`config.mk`:
```
export PLATFORM = sky130hd
export DESIGN_NAME = sa_mem_sequencer
export DESIGN_NICKNAME = d
export VERILOG_FILES = /design/src/rtl/sa_mem_sequencer.sv
export SDC_FILE = /design/constraint.sdc
export NUM_CORES = 1
export LEC_CHECK = 0
export CELL_PAD_IN_SITES_DETAIL_PLACEMENT = 0
export CELL_PAD_IN_SITES_GLOBAL_PLACEMENT = 1
export CORE_MARGIN = 2
export CORE_UTILIZATION = 41
export CTS_CLUSTER_DIAMETER = 30
export DETAILED_ROUTE_END_ITERATION = 10
export PLACE_DENSITY_LB_ADDON = 0.1
export SYNTH_ARGS = -nofsm -noshare
export SYNTH_HDL_FRONTEND = slang
export SYNTH_SLANG_ARGS = --single-unit
```
`constraint.sdc`:
```
create_clock -name clk_i -period 4.2 [get_ports clk_i]
set_clock_uncertainty 0.05 [all_clocks]
set_input_delay 0.84 -clock clk_i [delete_from_list [all_inputs] [get_ports clk_i]]
set_output_delay 0.84 -clock clk_i [all_outputs]
set_load 0.01 [all_outputs]
```
`src/rtl/sa_mem_sequencer.sv`:
```
// Memory sequencer for a systolic array: loads weights, streams input rows
// (optionally with partial sums), and writes result rows to the output buffer.
module sa_mem_sequencer #(
  parameter int WIDTH  = 8,
  parameter int ROW    = 4,
  parameter int COL    = 4,
  parameter int W_SIZE = 256,
  parameter int I_SIZE = 256,
  parameter int O_SIZE = 256
) (
  input  logic                                      clk_i,
  input  logic                                      rstn_async_i,
  input  logic                                      start_i,
  input  logic [((ROW > 1) ? $clog2(ROW) : 1)-1:0]  w_rows_i,
  input  logic [$clog2(I_SIZE)-1:0]                 i_rows_i,
  input  logic [$clog2(W_SIZE)-1:0]                 w_offset_i,
  input  logic [$clog2(I_SIZE)-1:0]                 i_offset_i,
  input  logic [$clog2(O_SIZE)-1:0]                 psum_offset_i,
  input  logic [$clog2(O_SIZE)-1:0]                 o_offset_i,
  input  logic                                      accum_en_i,
  input  logic                                      array_valid_i,
  output logic                                      wb_mem_cenb_o,
  output logic                                      ib_mem_cenb_o,
  output logic                                      ps_mem_cenb_o,
  output logic [$clog2(W_SIZE)-1:0]                 wb_mem_addr_o,
  output logic [$clog2(I_SIZE)-1:0]                 ib_mem_addr_o,
  output logic [$clog2(O_SIZE)-1:0]                 ps_mem_addr_o,
  output logic                                      ob_mem_cenb_o,
  output logic                                      ob_mem_wenb_o,
  output logic [$clog2(O_SIZE)-1:0]                 ob_mem_addr_o,
  output logic                                      weight_en_o,
  output logic                                      valid_o,
  output logic                                      busy_o,
  output logic                                      done_o
);

  localparam int RW  = (ROW > 1) ? $clog2(ROW) : 1;
  localparam int WAW = $clog2(W_SIZE);
  localparam int IAW = $clog2(I_SIZE);
  localparam int OAW = $clog2(O_SIZE);
  localparam int CW  = IAW + 1;

  // Data width and column count only shape the array itself; nothing to build here.
  if (WIDTH < 1 || COL < 1) begin : g_invalid_cfg
  end

  typedef enum logic [2:0] {S_IDLE, S_LOAD_W, S_STREAM, S_DRAIN, S_DONE} state_t;

  state_t           r_state;
  state_t           w_state_nxt;

  logic [RW-1:0]    r_w_rows;
  logic [IAW-1:0]   r_i_rows;
  logic [WAW-1:0]   r_w_offset;
  logic [IAW-1:0]   r_i_offset;
  logic [OAW-1:0]   r_psum_offset;
  logic [OAW-1:0]   r_o_offset;
  logic             r_accum_en;

  logic [RW-1:0]    r_wcnt;
  logic [IAW-1:0]   r_icnt;
  logic [CW-1:0]    r_ocnt;
  logic             r_weight_en;
  logic             r_valid;

  logic             w_start;
  logic             w_ob_wr;
  logic [CW-1:0]    w_target;
  logic [CW-1:0]    w_ocnt_nxt;
  logic             w_load_last;
  logic             w_stream_last;

  assign w_start       = (r_state == S_IDLE) && start_i;
  assign w_target      = {1'b0, r_i_rows} + CW'(1);
  assign w_load_last   = (r_wcnt == r_w_rows);
  assign w_stream_last = (r_icnt == r_i_rows);
  // Result rows are accepted once the job is streaming; rows beyond the expected
  // count (e.g. array_valid_i still high in DONE) are dropped so the buffer is
  // never written past the job's output region.
  assign w_ob_wr       = array_valid_i && (r_ocnt != w_target) &&
                         ((r_state == S_STREAM) || (r_state == S_DRAIN) || (r_state == S_DONE));
  assign w_ocnt_nxt    = r_ocnt + CW'(w_ob_wr);

  // State register
  always_ff @(posedge clk_i or negedge rstn_async_i) begin
    if (!rstn_async_i) r_state <= S_IDLE;
    else               r_state <= w_state_nxt;
  end

  // Next-state logic; drain exit looks at the post-write count so DONE follows the last write directly
  always_comb begin
    w_state_nxt = r_state;
    case (r_state)
      S_IDLE:   if (start_i) w_state_nxt = S_LOAD_W;
      S_LOAD_W: if (w_load_last) w_state_nxt = S_STREAM;
      S_STREAM: if (w_stream_last) w_state_nxt = (w_ocnt_nxt == w_target) ? S_DONE : S_DRAIN;
      S_DRAIN:  if (w_ocnt_nxt == w_target) w_state_nxt = S_DONE;
      S_DONE:   w_state_nxt = S_IDLE;
      default:  w_state_nxt = S_IDLE;
    endcase
  end

  // Output decode; everything inactive unless the current state drives it
  always_comb begin
    wb_mem_cenb_o = 1'b1;
    ib_mem_cenb_o = 1'b1;
    ps_mem_cenb_o = 1'b1;
    wb_mem_addr_o = '0;
    ib_mem_addr_o = '0;
    ps_mem_addr_o = '0;
    ob_mem_cenb_o = 1'b1;
    ob_mem_wenb_o = 1'b1;
    ob_mem_addr_o = '0;
    busy_o        = (r_state != S_IDLE);
    done_o        = (r_state == S_DONE);
    case (r_state)
      S_LOAD_W: begin
        wb_mem_cenb_o = 1'b0;
        wb_mem_addr_o = r_w_offset + WAW'(r_wcnt);
      end
      S_STREAM: begin
        ib_mem_cenb_o = 1'b0;
        ib_mem_addr_o = r_i_offset + r_icnt;
        if (r_accum_en) begin
          ps_mem_cenb_o = 1'b0;
          ps_mem_addr_o = r_psum_offset + OAW'(r_icnt);
        end
      end
      default: ;
    endcase
    if (w_ob_wr) begin
      ob_mem_cenb_o = 1'b0;
      ob_mem_wenb_o = 1'b0;
      ob_mem_addr_o = r_o_offset + OAW'(r_ocnt);
    end
  end

  // Configuration latch and job counters, cleared on each accepted start
  always_ff @(posedge clk_i or negedge rstn_async_i) begin
    if (!rstn_async_i) begin
      r_w_rows      <= '0;
      r_i_rows      <= '0;
      r_w_offset    <= '0;
      r_i_offset    <= '0;
      r_psum_offset <= '0;
      r_o_offset    <= '0;
      r_accum_en    <= 1'b0;
      r_wcnt        <= '0;
      r_icnt        <= '0;
      r_ocnt        <= '0;
    end else if (w_start) begin
      r_w_rows      <= w_rows_i;
      r_i_rows      <= i_rows_i;
      r_w_offset    <= w_offset_i;
      r_i_offset    <= i_offset_i;
      r_psum_offset <= psum_offset_i;
      r_o_offset    <= o_offset_i;
      r_accum_en    <= accum_en_i;
      r_wcnt        <= '0;
      r_icnt        <= '0;
      r_ocnt        <= '0;
    end else begin
      if (r_state == S_LOAD_W) r_wcnt <= r_wcnt + RW'(1);
      if (r_state == S_STREAM) r_icnt <= r_icnt + IAW'(1);
      r_ocnt <= w_ocnt_nxt;
    end
  end

  // Array strobes follow the read enables by the one-cycle memory latency
  always_ff @(posedge clk_i or negedge rstn_async_i) begin
    if (!rstn_async_i) begin
      r_weight_en <= 1'b0;
      r_valid     <= 1'b0;
    end else begin
      r_weight_en <= (r_state == S_LOAD_W);
      r_valid     <= (r_state == S_STREAM);
    end
  end

  assign weight_en_o = r_weight_en;
  assign valid_o     = r_valid;

endmodule

```
==> flow_summary.yaml, run 1 <==
status:
  status: "complete, no violations"
cells_and_area:
  final_core_util_pct: 53.1
  final_common_cell: "clkdlybuf4s50_1"
  area_delta_synth_final_pct: 27.9
  nets: 602
  fin_cells: 669
  final_cell_mix: "clkdlybuf4s50_1, dfrtp_1, mux2_2"
  n_antenna_cell: 0
  drive_above_1_share_pct: 16.6
cts:
  clock_latency_ns: 0.36
  cts.path.max_buffers: 2
  post_cts_buffers: 0
  clk_pin_slew_ns: 0.07
  cts-hold-fix-buffers: 0
  cts_made_buffers: 9
  cts-root-buf: "clkbuf_8"
  cts_resized: 0
  clkSinkCount: 67
  h-tree-depth: 3
  cts_tree: "built"
power_and_ir_drop:
  internal_power_mw: 2.72
  p_leak_nw: 2.46
  power_per_cell_area_mw_per_mm2: 810
  seq_power_share_pct: 28.9
  totalPowerFinal_mw: 4.62
  swShare_pct: 41.1
  clock_power_share_pct: 12.5
  p_sw_mw: 1.90
  ir_drop_mv: 0.390
  comb_power_share_pct: 58.6
setup_path:
  critPathLaunchType: "flip-flop"
  critPathMostFrequentCell: "o21a_1"
  rr_startpoint: "r_i_rows[0]$_DFFE_PN0P_"
  r2r_slack_ns: 0.27
  worst_ep_required_time_ns: 3.31
  startpoint: "r_icnt[1]$_DFFE_PN0P_"
  slowest_stage: "a2111oi_1"
  critPathArrivalTime_ns: 3.07
  worst-r2r-cell-count: 15
  crit_type: "reg2out"
  critical_path_buf_inv_count: 1
  cp.depth: 8
  setup.worst_path.end_class: "primary output"
  max_stage_delay_ns: 0.56
  cp_max_fo: 8
  r2r_end: "r_state[1]$_DFFE_PN0P_"
  crit_family: "compound AO/OA/AOI/OAI gates"
  path_cells: "ha_1 -> a21o_1 -> a21oi_1 -> o21bai_1 -> a2111oi_1 -> o21a_1 -> o21a_1 -> clkdlybuf4s50_1"
die:
  start_util_pct: 41.6
  dieWidth_um: 108
  row_count: 38
  dieArea_sq_mm: 0.0117
  die_h_um: 108
  coreArea_sq_mm: 0.0107
  ios: 88
route:
  detail_route.wl_per_cell_um: 16.4
  first_pass_iters: 4
  wirelength_um: 11000
  vias_per_cell: 5.19
  route.detailed.drc: 0
  vias: 3471
  drt_iter0_markers: 116
  ant_nets: 0
sta:
  worst_pin_slew_ns: 0.647
  fin_crit_sh_pct: 94.4
  fmax_mhz: 252
  final_max_slew_viol_count: 0
  period_needed_ns: 3.96
  setup_violations: 0
  max-slew-margin-rel_pct: 56.9
  finalHoldViolations: 0
  rsz0062_at_grt: "false"
  fin_setup_tns_ns: 0
global_route:
  antenna_found_initial: 0
  grt_pass1_wl_um: 18000
  grt-ovfl-total: 0
  grt_util_all_layers_pct: 20.4
  grt_start_max_net_pins: 51
  grt_pass1_vias: 3639
hold_path:
  worstHoldPathType: "in2async"
logic_synthesis:
  synth_area_sq_mm: 0.00447
  syn_avg_cell_area_sq_um: 10.3
  yosysUniqueCellTypes: 56
  async_flop_share_pct: 100
  yosysWarnings: 0
  synth_ff_type: "dfrtp_1"
  synth_edf_count: 0
  syn-num-nets: 513
  yosysSeqAreaShare_pct: 37.5
  syn-instance-count: 435
  synth-seq-cells: 67
run:
  drv_cap: 0
place:
  dp_hpwl_um: 8190
  gp_congestion: 0.897
  dp.cells: 653
  io_buffers: 87
-- sequential cells by signal (all words and copies together) (netlist names) --
name,cells
r_accum_en,1
r_i_offset,8
r_i_rows,8
r_icnt,8
r_o_offset,8
r_ocnt,9
r_psum_offset,8
r_state,3
r_w_offset,8
r_w_rows,2
r_wcnt,2
valid_o,1
weight_en_o,1
-- worst register-to-register path, stage by stage (launching register included) --
cell and delay, ns:
dfrtp_1 0.39, ha_1 0.31, xor2_1 0.20, o22ai_1 0.10, a32o_1 0.26, a22o_1 0.23, a41o_1 0.21, inv_2 0.09
ha_1 0.21, ha_1 0.25, inv_1 0.10, or3_2 0.51, o211ai_1 0.13, o2111ai_1 0.13, or3_1 0.32, o41a_1 0.32
-- cell families (layout without fill, tap and decap cells) --
group           count (synthesis)  count (layout)  synth area share, %
mux                            44              44                 11.1
fa+ha+maj                      31              31                 9.36
flops                          67              67                 37.5
xor+xnor                       62              62                 13.0
buf+inv                        33             127                 3.45
simple gates                  124             124                 14.4
compound gates                 74              74                 11.2
-- power groups by stage --
stage	registers [mW]	logic (mW)	clock network, mW
final	1.34	2.71	0.579
after global routing	1.39	3.03	0.627
after CTS	1.34	2.71	0.601
after detailed placement	1.35	2.68	0
after global placement	1.33	2.66	0
after floorplan	1.19	1.92	0
-- synthesized netlist by cell type, drive strengths merged (6+ instances only) --
library cell | n | area (sq um)
a21o | 7 | 52.6
a21oi | 25 | 129
and3 | 9 | 57.6
buf | 10 | 66.3
clkbuf | 10 | 38.8
dfrtp | 67 | 1680
ha | 27 | 338
inv | 13 | 48.8
mux2 | 43 | 484
nand2 | 17 | 63.8
nand3 | 14 | 70.1
nand4 | 8 | 56.3
nor2 | 39 | 146
o21a | 6 | 45.0
o21ai | 8 | 40.0
o21bai | 7 | 52.6
or3 | 7 | 46.3
xnor2 | 24 | 218
xor2 | 36 | 315
-- worst max path at each step --
stage and to:
6_report ib_mem_addr_o[7], 5_1_grt ob_mem_addr_o[7], 4_1_cts ps_mem_addr_o[7], 3_5_place_dp r_state[1]$_DFFE_PN0P_, 3_3_place_gp r_state[1]$_DFFE_PN0P_, 2_1_floorplan r_state[1]$_DFFE_PN0P_
-- layout make-up --
type | instances | area (sq um)
tap | 140 | 175
fill | 1024 | 5040
sequential | 67 | 1680
clock buffer | 15 | 176
timing repair buffer | 98 | 948
multi-input combinational | 335 | 2650
inverter | 13 | 48.8
clock inverter | 1 | 30.0
-- metrics by stage --
step / worst slack, ns / area [sq um] / hold slack [ns]
2_1_floorplan: 0.387 / 4470 / 0.433
3_3_place_gp: 0.307 / 5490 / 0.447
3_5_place_dp: 0.242 / 5490 / 0.456
4_1_cts: 0.0713 / 5690 / 0.365
5_1_grt: 0.00103 / 5710 / 0.379
6_report: 0.235 / 5710 / 0.369
-- layer usage --
layer	wire length (um)	track usage (%)	vias to the layer above	part of all wire, %
met5	0	0	-	0
met4	186	7.14	0	1.7
met3	461	6.15	15	4.2
met2	5470	34.5	69	50
met1	4880	24.6	1666	44
li1	-	-	1721	-
No activity file was read; power rests on OpenSTA's default activity.
==> run 2, diff against run 1 <==
- PLACE_DENSITY_LB_ADDON: 0.1 -> 0.05
- SLEW_MARGIN: not set -> 0
==> run 2 against run 1 <==
Net effect:
- sequential power barely moved
- sequential share of layout area increased by 0.10 points
- via count rose by 0.35%
- first-iteration DRC count decreased by 9.5%
- hold slack improved by 0.044 ns
- routed wire length shrank 4.3%
- core utilization down 0.22 points
==> flow_summary.yaml, run 2 (synthesized netlist as in run 1, its figures left out) <==
status:
  status: "complete, no violations"
cells_and_area:
  final_core_util_pct: 52.9
  largest_reg_flops: 9
  n_antenna_cell: 0
  drive_above_1_share_pct: 16.3
  nets: 601
  multiInputGateArea_sq_mm: 0.00265
  final_cell_mix: "clkdlybuf4s50_1, dfrtp_1, mux2_2"
  final_common_cell: "clkdlybuf4s50_1"
  fill_cells: 1010
  area_delta_synth_final_pct: 27.3
  top_register: "r_ocnt"
  seq_area_sq_mm: 0.00168
route:
  first_pass_iters: 4
  wirelength_um: 10500
  detail_route.wl_per_cell_um: 15.8
  drt_iter0_markers: 105
  ant_nets: 0
  vias_per_cell: 5.22
  vias: 3483
  route.detailed.drc: 0
sta:
  setup_violations: 0
  finalHoldViolations: 0
  fmax_mhz: 252
  final_max_slew_viol_count: 0
  worst_pin_slew_ns: 0.606
  fin_crit_sh_pct: 94.5
  fin_setup_tns_ns: 0
  max-slew-margin-rel_pct: 59.6
  period_needed_ns: 3.97
global_route:
  grt.busiest_layer: "met2"
  grt_pass1_vias: 3550
  met1_usage_pct: 24.1
  grt-ovfl-total: 0
  grt_pass1_wl_um: 17300
  use_met3_pct: 4.10
  antenna_found_initial: 0
  met2_usage_pct: 33.0
  grt_start_max_net_pins: 47
  grt_util_all_layers_pct: 19.2
setup_path:
  crit_type: "reg2reg"
  r2r_slack_ns: 0.23
  startpoint: "r_i_rows[0]$_DFFE_PN0P_"
  critPathLaunchType: "flip-flop"
  rr_startpoint: "r_i_rows[0]$_DFFE_PN0P_"
  worst_ep_required_time_ns: 4.38
  critPathArrivalTime_ns: 4.15
  cp_max_fo: 8
  r2r_end: "r_state[1]$_DFFE_PN0P_"
  worst-r2r-cell-count: 14
  setup.worst_path.end_class: "flip-flop"
cts:
  clkSinkCount: 67
  cts.path.max_buffers: 2
  cts-root-buf: "clkbuf_8"
  clk_pin_slew_ns: 0.08
  clock_latency_ns: 0.35
  post_cts_buffers: 0
  cts_tree: "built"
  h-tree-depth: 3
  cts_made_buffers: 9
place:
  gp_congestion: 0.865
  dp_hpwl_um: 7740
  io_buffers: 87
power_and_ir_drop:
  power_per_cell_area_mw_per_mm2: 798
  ir_drop_mv: 0.359
  p_leak_nw: 2.44
die:
  coreArea_sq_mm: 0.0107
  row_count: 38
  dieArea_sq_mm: 0.0117
  die_h_um: 108
  dieWidth_um: 108
  start_util_pct: 41.6
  ios: 88
hold_path:
  worstHoldPathType: "in2async"
run:
  drv_cap: 0
run 2: cell types whose count changed in the layout (fill, tap and decap cells not counted), sizes merged:
cell / change
clkinv: +2
buf: -1
clkbuf: -2
bufinv: -1
run 2: per-layer routing:
layer  vias up  wire length, um
met5         -                0
met4         0              143
met3         9              351
met2        59             5270
met1      1700             4760
li1       1715                -
run 2: worst max path at each step:
stage / endpoint / slack, ns / cells past startpoint
3_3_place_gp: r_state[1]$_DFFE_PN0P_ / 0.33 / 14
3_5_place_dp: r_state[1]$_DFFE_PN0P_ / 0.23 / 14
2_1_floorplan: r_state[1]$_DFFE_PN0P_ / 0.39 / 16
6_report: r_state[1]$_DFFE_PN0P_ / 0.23 / 14
5_1_grt: r_state[1]$_DFFE_PN0P_ / -0.006 / 14
4_1_cts: ps_mem_addr_o[7] / 0.18 / 8
run 2: repair_timing:
item | 4_1_cts | 5_1_grt
setup endpoints to repair | 0 | 5
hold buffers | 0 | 0
gates resized for setup | 0 | 5
run 2: power by group:
part | switching [mW] | internal [mW] | total, mW | leakage (nW)
combinational | 1.25 | 1.46 | 2.71 | 1.53
clock | 0.254 | 0.258 | 0.512 | 0.0953
sequential | 0.370 | 0.943 | 1.31 | 0.820
total | 1.88 | 2.66 | 4.53 | 2.44
run 2: per-stage QoR:
step | worst slack, ns | total power, mW | instances | hold WS (ns) | cell area [sq um]
detailed placement | 0.232 | 4.02 | 652 | 0.453 | 5490
global route | -0.00593 | 4.95 | 667 | 0.440 | 5690
CTS | 0.178 | 4.56 | 667 | 0.416 | 5670
global placement | 0.334 | 4.00 | 652 | 0.450 | 5490
finish | 0.230 | 4.53 | 667 | 0.413 | 5690
floorplan | 0.387 | 3.11 | 435 | 0.433 | 4470
run 2: worst max-delay path: stages (launching register included):
cell       delay, ns
dfrtp_1         0.39
ha_1            0.32
a21boi_0        0.41
nor3_1          0.09
or2_2           0.28
a41o_1          0.24
inv_2           0.10
ha_1            0.22
ha_1            0.24
inv_1           0.11
or3_2           0.51
o211ai_1        0.13
o2111ai_1       0.13
or3_1           0.32
o41a_1          0.31
run 2: cell type report:
cell class | instances | area share [%]
Clock inverter | 2 | 0.176
Clock buffer | 13 | 2.97
Inverter | 13 | 0.858
Sequential cell | 67 | 29.5
Tap cell | 140 | 3.08
Multi-Input combinational cell | 335 | 46.6
Timing Repair Buffer | 97 | 16.8
